[config.mk]
export PLATFORM = sky130hd
export DESIGN_NAME = uart_tx_sched
export DESIGN_NICKNAME = d
export VERILOG_FILES = /design/src/rtl/uart_tx_sched.sv
export SDC_FILE = /design/constraint.sdc
export NUM_CORES = 1
export LEC_CHECK = 0
export BUFFER_PORTS_ARGS = -buffer_cell sky130_fd_sc_hd__buf_2
export CAP_MARGIN = 15
export CELL_PAD_IN_SITES_DETAIL_PLACEMENT = 1
export CELL_PAD_IN_SITES_GLOBAL_PLACEMENT = 1
export CORE_MARGIN = 10
export CORE_UTILIZATION = 50
export CTS_BUF_LIST = sky130_fd_sc_hd__clkbuf_16
export DETAILED_ROUTE_END_ITERATION = 10
export PLACE_DENSITY_LB_ADDON = 0.1
export SYNTH_ARGS = -nofsm -noshare
export SYNTH_HDL_FRONTEND = slang
export SYNTH_SLANG_ARGS = --single-unit
[constraint.sdc]
create_clock -name sys_clk -period 5.7 [get_ports sys_clk]
set_input_delay 1.14 -clock sys_clk [delete_from_list [all_inputs] [get_ports sys_clk]]
set_output_delay 1.14 -clock sys_clk [all_outputs]
set_load 0.05 [all_outputs]
[src/rtl/uart_tx_sched.sv]
// Transmit scheduler for the uart_tx serializer: round-robin arbitration of two
// byte requesters into a shared FIFO, then one-frame-at-a-time sequencing with a guard gap.
module uart_tx_sched #(
    parameter int UART_BPS   = 9600,
    parameter int CLK_FREQ   = 50_000_000,
    parameter int FIFO_DEPTH = 8
) (
    input  logic                          sys_clk,
    input  logic                          sys_rst_n,
    input  logic [7:0]                    req0_data,
    input  logic                          req0_valid,
    output logic                          req0_ready,
    input  logic [7:0]                    req1_data,
    input  logic                          req1_valid,
    output logic                          req1_ready,
    output logic [7:0]                    tx_data,
    output logic                          tx_start,
    input  logic                          tx_end,
    output logic                          busy,
    output logic                          err_timeout,
    output logic [$clog2(FIFO_DEPTH):0]   fifo_level
);
    // state    | meaning
    // IDLE     | waiting for a queued byte
    // LOAD     | pop FIFO head into tx_data
    // START    | one-cycle start pulse to the serializer
    // WAIT_END | waiting for end-of-frame, bounded by the timeout
    // GUARD    | let the last data bit and stop bit drain

    localparam int AW          = $clog2(FIFO_DEPTH);
    localparam int BIT_CYC     = CLK_FREQ / UART_BPS;
    localparam int GUARD_CYC   = 2 * BIT_CYC + 4;
    localparam int TIMEOUT_CYC = 12 * BIT_CYC;
    localparam int TW          = $clog2(TIMEOUT_CYC + 1);
    localparam logic [TW-1:0] TIMEOUT_LOAD = TW'(TIMEOUT_CYC - 1);
    localparam logic [TW-1:0] GUARD_LOAD   = TW'(GUARD_CYC - 1);
    localparam logic [AW:0]   FULL_LEVEL   = (AW + 1)'(FIFO_DEPTH);

    typedef enum logic [2:0] {
        IDLE,
        LOAD,
        START,
        WAIT_END,
        GUARD
    } state_t;

    state_t        state, state_nxt;
    logic [TW-1:0] timer, timer_nxt;
    logic [7:0]    mem [FIFO_DEPTH];
    logic [AW-1:0] wr_ptr, rd_ptr;
    logic [AW:0]   level;
    logic [7:0]    push_data;
    logic [7:0]    tx_data_q;
    logic          empty, full, room, push, pop;
    logic          grant0, grant1, last_grant1;

    assign empty = (level == '0);
    assign full  = (level == FULL_LEVEL);
    assign pop   = (state == LOAD);
    // A pop in the same cycle frees a slot, so a full FIFO can still take a byte.
    assign room  = ~full | pop;

    always_comb begin
        grant0 = 1'b0;
        grant1 = 1'b0;
        if (req0_valid && req1_valid) begin
            grant0 = last_grant1;
            grant1 = ~last_grant1;
        end else begin
            grant0 = req0_valid;
            grant1 = req1_valid;
        end
    end

    assign req0_ready = grant0 & room;
    assign req1_ready = grant1 & room;
    assign push       = req0_ready | req1_ready;
    assign push_data  = req1_ready ? req1_data : req0_data;

    always_ff @(posedge sys_clk or negedge sys_rst_n) begin
        if (!sys_rst_n) begin
            last_grant1 <= 1'b1;
        end else if (push) begin
            last_grant1 <= req1_ready;
        end
    end

    always_ff @(posedge sys_clk) begin
        if (push) begin
            mem[wr_ptr] <= push_data;
        end
    end

    always_ff @(posedge sys_clk or negedge sys_rst_n) begin
        if (!sys_rst_n) begin
            wr_ptr <= '0;
            rd_ptr <= '0;
            level  <= '0;
        end else begin
            if (push) begin
                wr_ptr <= wr_ptr + 1'b1;
            end
            if (pop) begin
                rd_ptr <= rd_ptr + 1'b1;
            end
            case ({push, pop})
                2'b10:   level <= level + 1'b1;
                2'b01:   level <= level - 1'b1;
                default: level <= level;
            endcase
        end
    end

    always_ff @(posedge sys_clk or negedge sys_rst_n) begin
        if (!sys_rst_n) begin
            state     <= IDLE;
            timer     <= '0;
            tx_data_q <= 8'h00;
        end else begin
            state <= state_nxt;
            timer <= timer_nxt;
            if (state == LOAD) begin
                tx_data_q <= mem[rd_ptr];
            end
        end
    end

    // Timer is a down-counter: loaded on entry, terminal count at zero.
    always_comb begin
        state_nxt   = state;
        timer_nxt   = timer;
        tx_start    = 1'b0;
        err_timeout = 1'b0;
        case (state)
            IDLE: begin
                if (!empty) begin
                    state_nxt = LOAD;
                end
            end
            LOAD: begin
                state_nxt = START;
            end
            START: begin
                tx_start  = 1'b1;
                timer_nxt = TIMEOUT_LOAD;
                state_nxt = WAIT_END;
            end
            WAIT_END: begin
                if (tx_end) begin
                    timer_nxt = GUARD_LOAD;
                    state_nxt = GUARD;
                end else if (timer == '0) begin
                    err_timeout = 1'b1;
                    timer_nxt   = GUARD_LOAD;
                    state_nxt   = GUARD;
                end else begin
                    timer_nxt = timer - 1'b1;
                end
            end
            GUARD: begin
                if (timer == '0) begin
                    state_nxt = IDLE;
                end else begin
                    timer_nxt = timer - 1'b1;
                end
            end
            default: begin
                state_nxt = IDLE;
            end
        endcase
    end

    assign tx_data    = tx_data_q;
    assign busy       = ~empty | (state != IDLE);
    assign fifo_level = level;

endmodule
==> impl_metrics.toml, run 1 <==
[run_status]
status = "finished clean"

[clock_tree]
clk_path_buf_depth = 2
clock_sinks = 102
cts_setup_buffers = 0
cts_root_buffer = "clkbuf_16"
clk_latency_ps = 350
cts_tree = "yes"
cts.hold.buffers_added = 0
h-tree-depth = 3
clk_pin_slew_ps = 80
cts.repair.resized = 0
cts_buffers = 9

[final_layout]
diodes = 0
final_cell_mix = "edfxtp_1, dfrtp_1, buf_2"
area_delta_synth_final_pct = 14.8
drive_above_1_share_pct = 26.7
layout_commonest_cell = "edfxtp_1"
final_nets = 395

[drt]
first_iter_violations = 156
firstDrtPassIters = 4
wl_per_cell_um = 21.3
vias = 2839
via_per_inst = 5.93
postRouteAntennaNets = 0
drcViolationCount = 0
routed_wl_mm = 10.2

[timing]
relSlewSlack_pct = 39.2
finalSetupViolations = 0
tns_ps = 0
rsz0062_at_grt = "false"
worstMarginPinSlew_ps = 906
finalCritPeriodShare_pct = 63.0
hold_viol = 0
slew_viol_final = 0
skew_ps = 8.92
max_freq_ghz = 0.278
period_minus_slack_ps = 3590

[logic_synthesis]
synthDistinctLibCells = 54
synthCells = 319
synth_edf_count = 64
yosys.area.top_type = "edfxtp_1"
ys.flop_type = "edfxtp_1"
async_flop_share_pct = 37.3
syn_area_per_cell_sq_um = 14.3
synth-seq-area-share_pct = 62.9
synth_area_sq_um = 4570
ys_seq_elements = 102
yosysWarnings = 0
syn_nets = 348
synthTopCellsByArea = "edfxtp_1, dfrtp_1, mux4_2, mux2_2, nor2_1"
synth_top_area_share_pct = 42.0

[setup_path]
critPathMaxFanout = 21
cp_slowest_cell = "dfrtp_1"
arrival_ps = 2450
crit_required_ps = 4560
critPathTopFamily = "simple AND/OR/NAND/NOR gates"
crit_type = "flop to output pin"
path_cells = "nor3b_2, buf_4, nand3b_1, nand3_1, inv_1, buf_2"
crit_buf_inv = 3
endpoint_kind = "output pin"
cpPeakStageDelay_ps = 530
startpoint_type = "flop"

[worst_hold_path]
min_path_type = "flop to flop"

[placement]
routabilityCongestion = 0.764
port_buffers = 37
hpwl_mm = 7.00

[die]
die_h_um = 116
die-width_um = 116
core_sq_um = 8810
num_rows = 34
initial_core_util_pct = 51.9
dieArea_sq_um = 13400
ioPinCount = 38

[pwr]
ir_drop_mv = 0.308
p_per_area_nw_per_um2 = 585
total_power_mw = 3.07
p_leak_nw = 1.97

[grt]
track_usage_pct = 16.3
grt_pass1_wl_mm = 16.9
antenna_found_initial = 0
overflow = 0
grt_pass1_vias = 3170
grt_max_degree = 39

[run]
drv_cap = 0
state kept, by name (all words and copies together), names as in the netlist:
| name | count |
|---|---|
| mem | 64 |
| timer | 16 |
| tx_data | 8 |
| fifo_level | 4 |
| rd_ptr | 3 |
| state | 3 |
| wr_ptr | 3 |
| last_grant1 | 1 |
routing by layer:
metal  vias up  GRT usage, %  wire length [um]
li1       1324             -                 -
met1      1449          19.3              4310
met2        58          27.8              5260
met3         8          5.22               522
met4         0          5.17               118
met5         -             0                 0
cells by family after synthesis:
kind of cell	count (synthesis)	synth area share, %
fa+ha+maj	8	2.35
buf+inv	21	1.83
mux	34	12.1
flops	102	62.9
xor+xnor	9	1.72
simple gates	86	10.2
compound gates	59	8.92
final timing paths:
path                       startpoint  slack, ps  cells after the start             to
setup / recovery             state[0]       2110                      6     req1_ready
hold / removal             tx_data[1]        530                      2     tx_data[1]
setup reg to reg             state[0]       2670                     12  fifo_level[3]
hold reg to reg            tx_data[1]        530                      2     tx_data[1]
max in group asynchronous   sys_rst_n       4230                      1     tx_data[0]
min in group asynchronous   sys_rst_n        910                      1      timer[10]
tightest hold or removal path, cell delays in order (launching register included):
cell     delay, ps
dfrtp_1        340
nor2_1          50
a21oi_1        100
cell usage after synthesis (2+ instances only):
cell and instances:
a21o_1 3, a21oi_1 18, a31oi_1 2, a32o_1 2
buf_1 2, buf_2 4, clkbuf_1 5, dfrtp_1 37
edfxtp_1 64, ha_1 7, inv_1 10, mux2_2 9
mux2i_1 9, mux4_2 16, nand2_1 17, nand2b_1 4
nand3_1 4, nand3b_1 2, nor2_1 25, nor2b_1 2
nor3_1 11, nor3b_1 3, nor4_1 3, nor4_2 3
o21a_1 4, o21ai_0 12, o2bb2ai_1 2, o311ai_0 2
o41ai_1 3, or4_1 3, xnor2_1 6, xor2_1 3
layout make-up:
| class | count | area, sq um |
|---|---|---|
| Clock buffer | 9 | 225 |
| Fill cell | 858 | 3560 |
| Clock inverter | 7 | 88.8 |
| Tap cell | 108 | 135 |
| Sequential cell | 102 | 2870 |
| Multi-Input combinational cell | 196 | 1620 |
| Timing Repair Buffer | 47 | 260 |
| Inverter | 10 | 37.5 |
power by group:
part / switching (mW) / leakage (nW) / internal, mW / total (mW)
clock network: 0.315 / 0.153 / 0.319 / 0.634
registers: 0.211 / 1.02 / 1.04 / 1.25
logic: 0.724 / 0.797 / 0.457 / 1.18
total: 1.25 / 1.97 / 1.82 / 3.07
stage by stage:
stage	util (%)	setup slack, ps	instance area [sq um]	hold slack (ps)	cells
floorplan	-	2370	4570	504	319
global placement	55.9	2480	4920	504	462
detailed placement	55.9	2460	4920	515	462
CTS	59.5	2080	5240	534	478
global route	59.6	1890	5250	551	479
finish	59.6	2110	5250	526	479
(Power assumes the default switching activity.)
==> run 2, diff against run 1 <==
--- a/config.mk
+++ b/config.mk
@@ -10,7 +10,7 @@
 export CELL_PAD_IN_SITES_DETAIL_PLACEMENT = 1
 export CELL_PAD_IN_SITES_GLOBAL_PLACEMENT = 1
 export CORE_MARGIN = 10
-export CORE_UTILIZATION = 50
+export CORE_UTILIZATION = 45
 export CTS_BUF_LIST = sky130_fd_sc_hd__clkbuf_16
 export DETAILED_ROUTE_END_ITERATION = 10
 export PLACE_DENSITY_LB_ADDON = 0.1
==> constraint.sdc (replaced) <==
create_clock -name sys_clk -period 3 [get_ports sys_clk]
set_input_delay 0.6 -clock sys_clk [delete_from_list [all_inputs] [get_ports sys_clk]]
set_output_delay 0.6 -clock sys_clk [all_outputs]
set_load 0.05 [all_outputs]
==> impl_metrics.toml, run 2 (synthesis results as in run 1) <==
[run_status]
status = "finished clean"

[grt]
grt_pass1_wl_mm = 16.6
track_usage_pct = 14.7
grt_max_degree = 39
overflow = 0
grt_pass1_vias = 3089
antenna_found_initial = 0

[timing]
skew_ps = 9.93
tns_ps = 0
finalCritPeriodShare_pct = 90.7
slew_viol_final = 0
period_minus_slack_ps = 2720
worstMarginPinSlew_ps = 939
max_freq_ghz = 0.368
finalSetupViolations = 0
rsz0062_at_grt = "false"
hold_viol = 0
relSlewSlack_pct = 37.4

[pwr]
p_per_area_nw_per_um2 = 1100
ir_drop_mv = 0.566
total_power_mw = 5.80
p_leak_nw = 1.97

[setup_path]
reg2reg_depth = 11
cp-startpoint = "timer[0]"
crit_type = "flop to output pin"
startpoint_type = "flop"
rrSetupSlack_ps = 300
r2r-end = "fifo_level[3]"
arrival_ps = 2120
critPathMaxFanout = 5
endpoint_kind = "output pin"
crit_required_ps = 2400
r2r-start = "state[0]"

[clock_tree]
clk_latency_ps = 350
cts_buffers = 9
cts.hold.buffers_added = 0
clk_path_buf_depth = 2
cts_setup_buffers = 0
clk_pin_slew_ps = 70
cts.repair.resized = 0
clock_sinks = 102
cts_tree = "yes"
cts_root_buffer = "clkbuf_16"
h-tree-depth = 3

[worst_hold_path]
min_path_type = "input port to asynchronous set/reset pin"

[final_layout]
area_delta_synth_final_pct = 15.5
final.fill_count = 1018
multi_input_area_sq_um = 1620
top_register = "mem"
drive_above_1_share_pct = 27.5
largest_register_ffs = 64
layout_commonest_cell = "edfxtp_1"
diodes = 0
final_cell_mix = "edfxtp_1, dfrtp_1, buf_2"
seqCellArea_sq_um = 2870
final_nets = 399

[die]
initial_core_util_pct = 46.5
dieArea_sq_um = 14600
die_h_um = 121
core_sq_um = 9820
die-width_um = 121
ioPinCount = 38
num_rows = 36

[placement]
routabilityCongestion = 0.781
port_buffers = 37
hpwl_mm = 7.01

[drt]
postRouteAntennaNets = 0
vias = 2828
first_iter_violations = 173
drcViolationCount = 0
firstDrtPassIters = 4
routed_wl_mm = 10.3
wl_per_cell_um = 20.4
via_per_inst = 5.57

[run]
drv_cap = 0
==> run 2: changes by cell type in the layout (fill, tap and decap cells not counted), sizes merged <==
cell      change
buf           +4
clkinv        -1
clkinvlp      +2
inv           -1
==> run 2: worst max path at each step <==
stage | depth (start not counted) | slack [ps] | end
detailed placement | 11 | 290 | fifo_level[3]
global route | 11 | 60 | fifo_level[3]
floorplan | 5 | 330 | mem[2][0]
CTS | 11 | 270 | fifo_level[3]
global placement | 11 | 390 | fifo_level[3]
finish | 6 | 280 | err_timeout
==> run 2: power by group <==
group	total (mW)	switching (mW)	internal, mW	leakage [nW]
Clock	1.13	0.551	0.582	0.136
Combinational	2.30	1.39	0.910	0.816
Sequential	2.37	0.387	1.98	1.02
==> run 2: per-layer routing <==
| layer | track usage (%) | part of all wire, % | up-vias |
|---|---|---|---|
| met5 | 0 | 0 | - |
| met4 | 4.52 | 0.73 | 0 |
| met3 | 3.07 | 3.3 | 4 |
| met2 | 24.6 | 50 | 46 |
| met1 | 18.6 | 46 | 1449 |
| li1 | - | - | 1329 |
==> run 2: cell type report <==
type | instances | share of cell area (%)
clock buffers | 9 | 4.26
inverters | 10 | 0.711
clock inverters | 7 | 1.21
well taps | 133 | 3.15
flip-flops and latches | 102 | 54.4
repair buffers | 51 | 5.50
multi-input cells | 196 | 30.8
==> run 2: per-stage QoR <==
step | cell area [sq um] | std cells | setup slack [ps] | hold WS (ps) | util [%]
final | 5280 | 508 | 280 | 396 | 53.8
after global routing | 5280 | 508 | 55.0 | 437 | 53.8
after CTS | 5280 | 508 | 273 | 429 | 53.8
after detailed placement | 4990 | 492 | 290 | 515 | 50.8
after global placement | 4990 | 492 | 386 | 502 | 50.8
after floorplan | 4570 | 319 | 332 | 304 | -
==> run 2: worst max-delay path: stages, from the launching register on <==
cell	delay, ps
dfrtp_1	440
inv_1	110
ha_1	150
nor4b_2	400
nand4_1	270
nor2_1	140
buf_2	280
==> run 3, diff against run 2 <==
==> config.mk (replaced) <==
export PLATFORM = sky130hd
export DESIGN_NAME = uart_tx_sched
export DESIGN_NICKNAME = d
export VERILOG_FILES = /design/src/rtl/uart_tx_sched.sv
export SDC_FILE = /design/constraint.sdc
export NUM_CORES = 1
export LEC_CHECK = 0
export ABC_AREA = 1
export CAP_MARGIN = 15
export CORE_MARGIN = 10
export CORE_UTILIZATION = 50
export CTS_BUF_LIST = sky130_fd_sc_hd__clkbuf_16
export DETAILED_ROUTE_END_ITERATION = 10
export DONT_BUFFER_PORTS = 1
export PLACE_DENSITY = 0.68
export SYNTH_ARGS = -nofsm -noshare
export SYNTH_HDL_FRONTEND = slang
export SYNTH_SLANG_ARGS = --single-unit
==> impl_metrics.toml, run 3 <==
[timing]
tns_ps = 0
skew_ps = 11.2
worstMarginPinSlew_ps = 1020
holdWs_ps = 88.0
slew_viol_final = 0
period_minus_slack_ps = 2520
hold_viol = 0
rsz0062_at_grt = "false"
finalSetupViolations = 0
finalCritPeriodShare_pct = 84.1
fin_ws_ps = 478
max_freq_ghz = 0.397
relSlewSlack_pct = 32.1

[clock_tree]
cts_setup_buffers = 0
cts_root_buffer = "clkbuf_16"
cts_tree = "yes"
cts_buffers = 9
clk_pin_slew_ps = 70
clock_sinks = 102
h-tree-depth = 3
clk_latency_ps = 350
cts.repair.resized = 0
clk_path_buf_depth = 2
cts.hold.buffers_added = 1

[drt]
routed_wl_mm = 10.4
postRouteAntennaNets = 0
via_per_inst = 5.31
wl_per_cell_um = 16.0
drcViolationCount = 0
vias = 3442
first_iter_violations = 237
firstDrtPassIters = 4

[placement]
pre_cts_slack_ps = 359
routabilityCongestion = 0.904
hpwl_mm = 7.12
placed_cell_area_sq_um = 4960
port_buffers = 0
dp.cells = 631

[logic_synthesis]
ys_seq_elements = 102
synth-seq-area-share_pct = 60.4
synth_area_sq_um = 4760
yosys-top-cells-count = "nand2_1, nor2_1, edfxtp_1"
synthDistinctLibCells = 31
syn_area_per_cell_sq_um = 9.49
syn_nets = 530
yosysWarnings = 0
synth_edf_count = 64
yosys.area.top_type = "edfxtp_1"
synthTopCellsByArea = "edfxtp_1, dfrtp_1, nand2_1, nor2_1, o21ai_0"
synth_top_area_share_pct = 40.4
ys.flop_type = "edfxtp_1"
synth_most_common_cell = "nand2_1"
async_flop_share_pct = 37.3
synthCells = 501

[grt]
grt_max_degree = 38
overflow = 0
antenna_found_initial = 0
grt_pass1_wl_mm = 16.7
grt_pass1_vias = 3220
track_usage_pct = 15.0

[final_layout]
area_delta_synth_final_pct = 11.2
fin_cells = 648
final.fill_count = 783
final_cell_mix = "nand2_1, nor2_1, edfxtp_1"
fin_util_pct = 57.2
largest_register_ffs = 64
design_area_sq_um = 5290
layout_commonest_cell = "nand2_1"
drive_above_1_share_pct = 8.67
multi_input_area_sq_um = 1670
top_register = "mem"
seqCellArea_sq_um = 2870
final_nets = 543
diodes = 0

[pwr]
p_clk_share_pct = 20.7
total_power_mw = 5.73
ir_drop_mv = 0.787
pwr-share-comb_pct = 36.4
p_int_mw = 3.29
p_sw_share_pct = 42.5
p_per_area_nw_per_um2 = 1080
p_sw_mw = 2.43
p_leak_nw = 2.20
seqPwrFrac_pct = 43.0

[setup_path]
endpoint_kind = "flop"
path_cells = "nor2_1, o31ai_1, ha_1, ha_1, a21oi_1, nand2_1, a21oi_1, o21ai_0, xor2_1"
startpoint_type = "flop"
crit_required_ps = 3230
critPathMaxFanout = 6
cp_slowest_cell = "dfstp_2"
crit_type = "flop to flop"
cpPeakStageDelay_ps = 550
arrival_ps = 2750

[die]
initial_core_util_pct = 51.5
dieArea_sq_um = 13800
die_h_um = 118
num_rows = 35
ioPinCount = 38
die-width_um = 118
core_sq_um = 9240

[run_status]
status = "finished clean"

[worst_hold_path]
min_path_type = "input port to asynchronous set/reset pin"

[run]
drv_cap = 0
## run 3: metal layers
metal | wire length, um | vias to the layer above | global-route usage [%] | share of wire [%]
met4 | 169 | 0 | 4.48 | 1.6
met2 | 4720 | 98 | 22.7 | 45
met1 | 4760 | 1633 | 19.8 | 46
met5 | 0 | - | 0 | 0
li1 | - | 1696 | - | -
met3 | 745 | 15 | 5.13 | 7.2
## run 3: power groups by stage
| stage | registers (mW) | logic [mW] | clock network [mW] |
|---|---|---|---|
| detailed placement | 2.49 | 2.08 | 0 |
| global route | 2.51 | 2.36 | 1.26 |
| finish | 2.46 | 2.08 | 1.18 |
| CTS | 2.46 | 2.10 | 1.20 |
| floorplan | 2.48 | 1.50 | 0 |
| global placement | 2.48 | 2.02 | 0 |
## run 3: path summary, 6_finish.rpt
kind	start	end	slack (ps)	depth (start not counted)
setup reg to reg	last_grant1	fifo_level[3]	480	9
hold / removal	sys_rst_n	last_grant1	90	0
setup / recovery	last_grant1	fifo_level[3]	480	9
max in group asynchronous	sys_rst_n	rd_ptr[0]	2720	1
hold reg to reg	last_grant1	last_grant1	470	2
min in group sys_clk	req0_valid	last_grant1	390	3
## run 3: logic make-up after synthesis
| kind of cell | synth area share [%] |
|---|---|
| simple gates | 22.1 |
| fa+ha+maj | 2.26 |
| compound gates | 8.79 |
| buf+inv | 4.37 |
| xor+xnor | 2.03 |
| flops | 60.4 |
## run 3: final cells by class
class | instances | area share, %
Inverter | 38 | 2.70
Timing Repair Buffer | 16 | 2.51
Clock buffer | 9 | 4.26
Sequential cell | 102 | 54.4
Clock inverter | 7 | 1.44
Tap cell | 129 | 3.05
Multi-Input combinational cell | 347 | 31.7
## run 3: worst max-delay path, delay by kind of cell (launching register included)
kind,cells,cell delay [ps]
AOI/OAI and AO/OA,4,900
adders and majority gates,2,660
DFF,1,550
and+or+nand+nor,2,140
xor gates and xnor gates,1,150
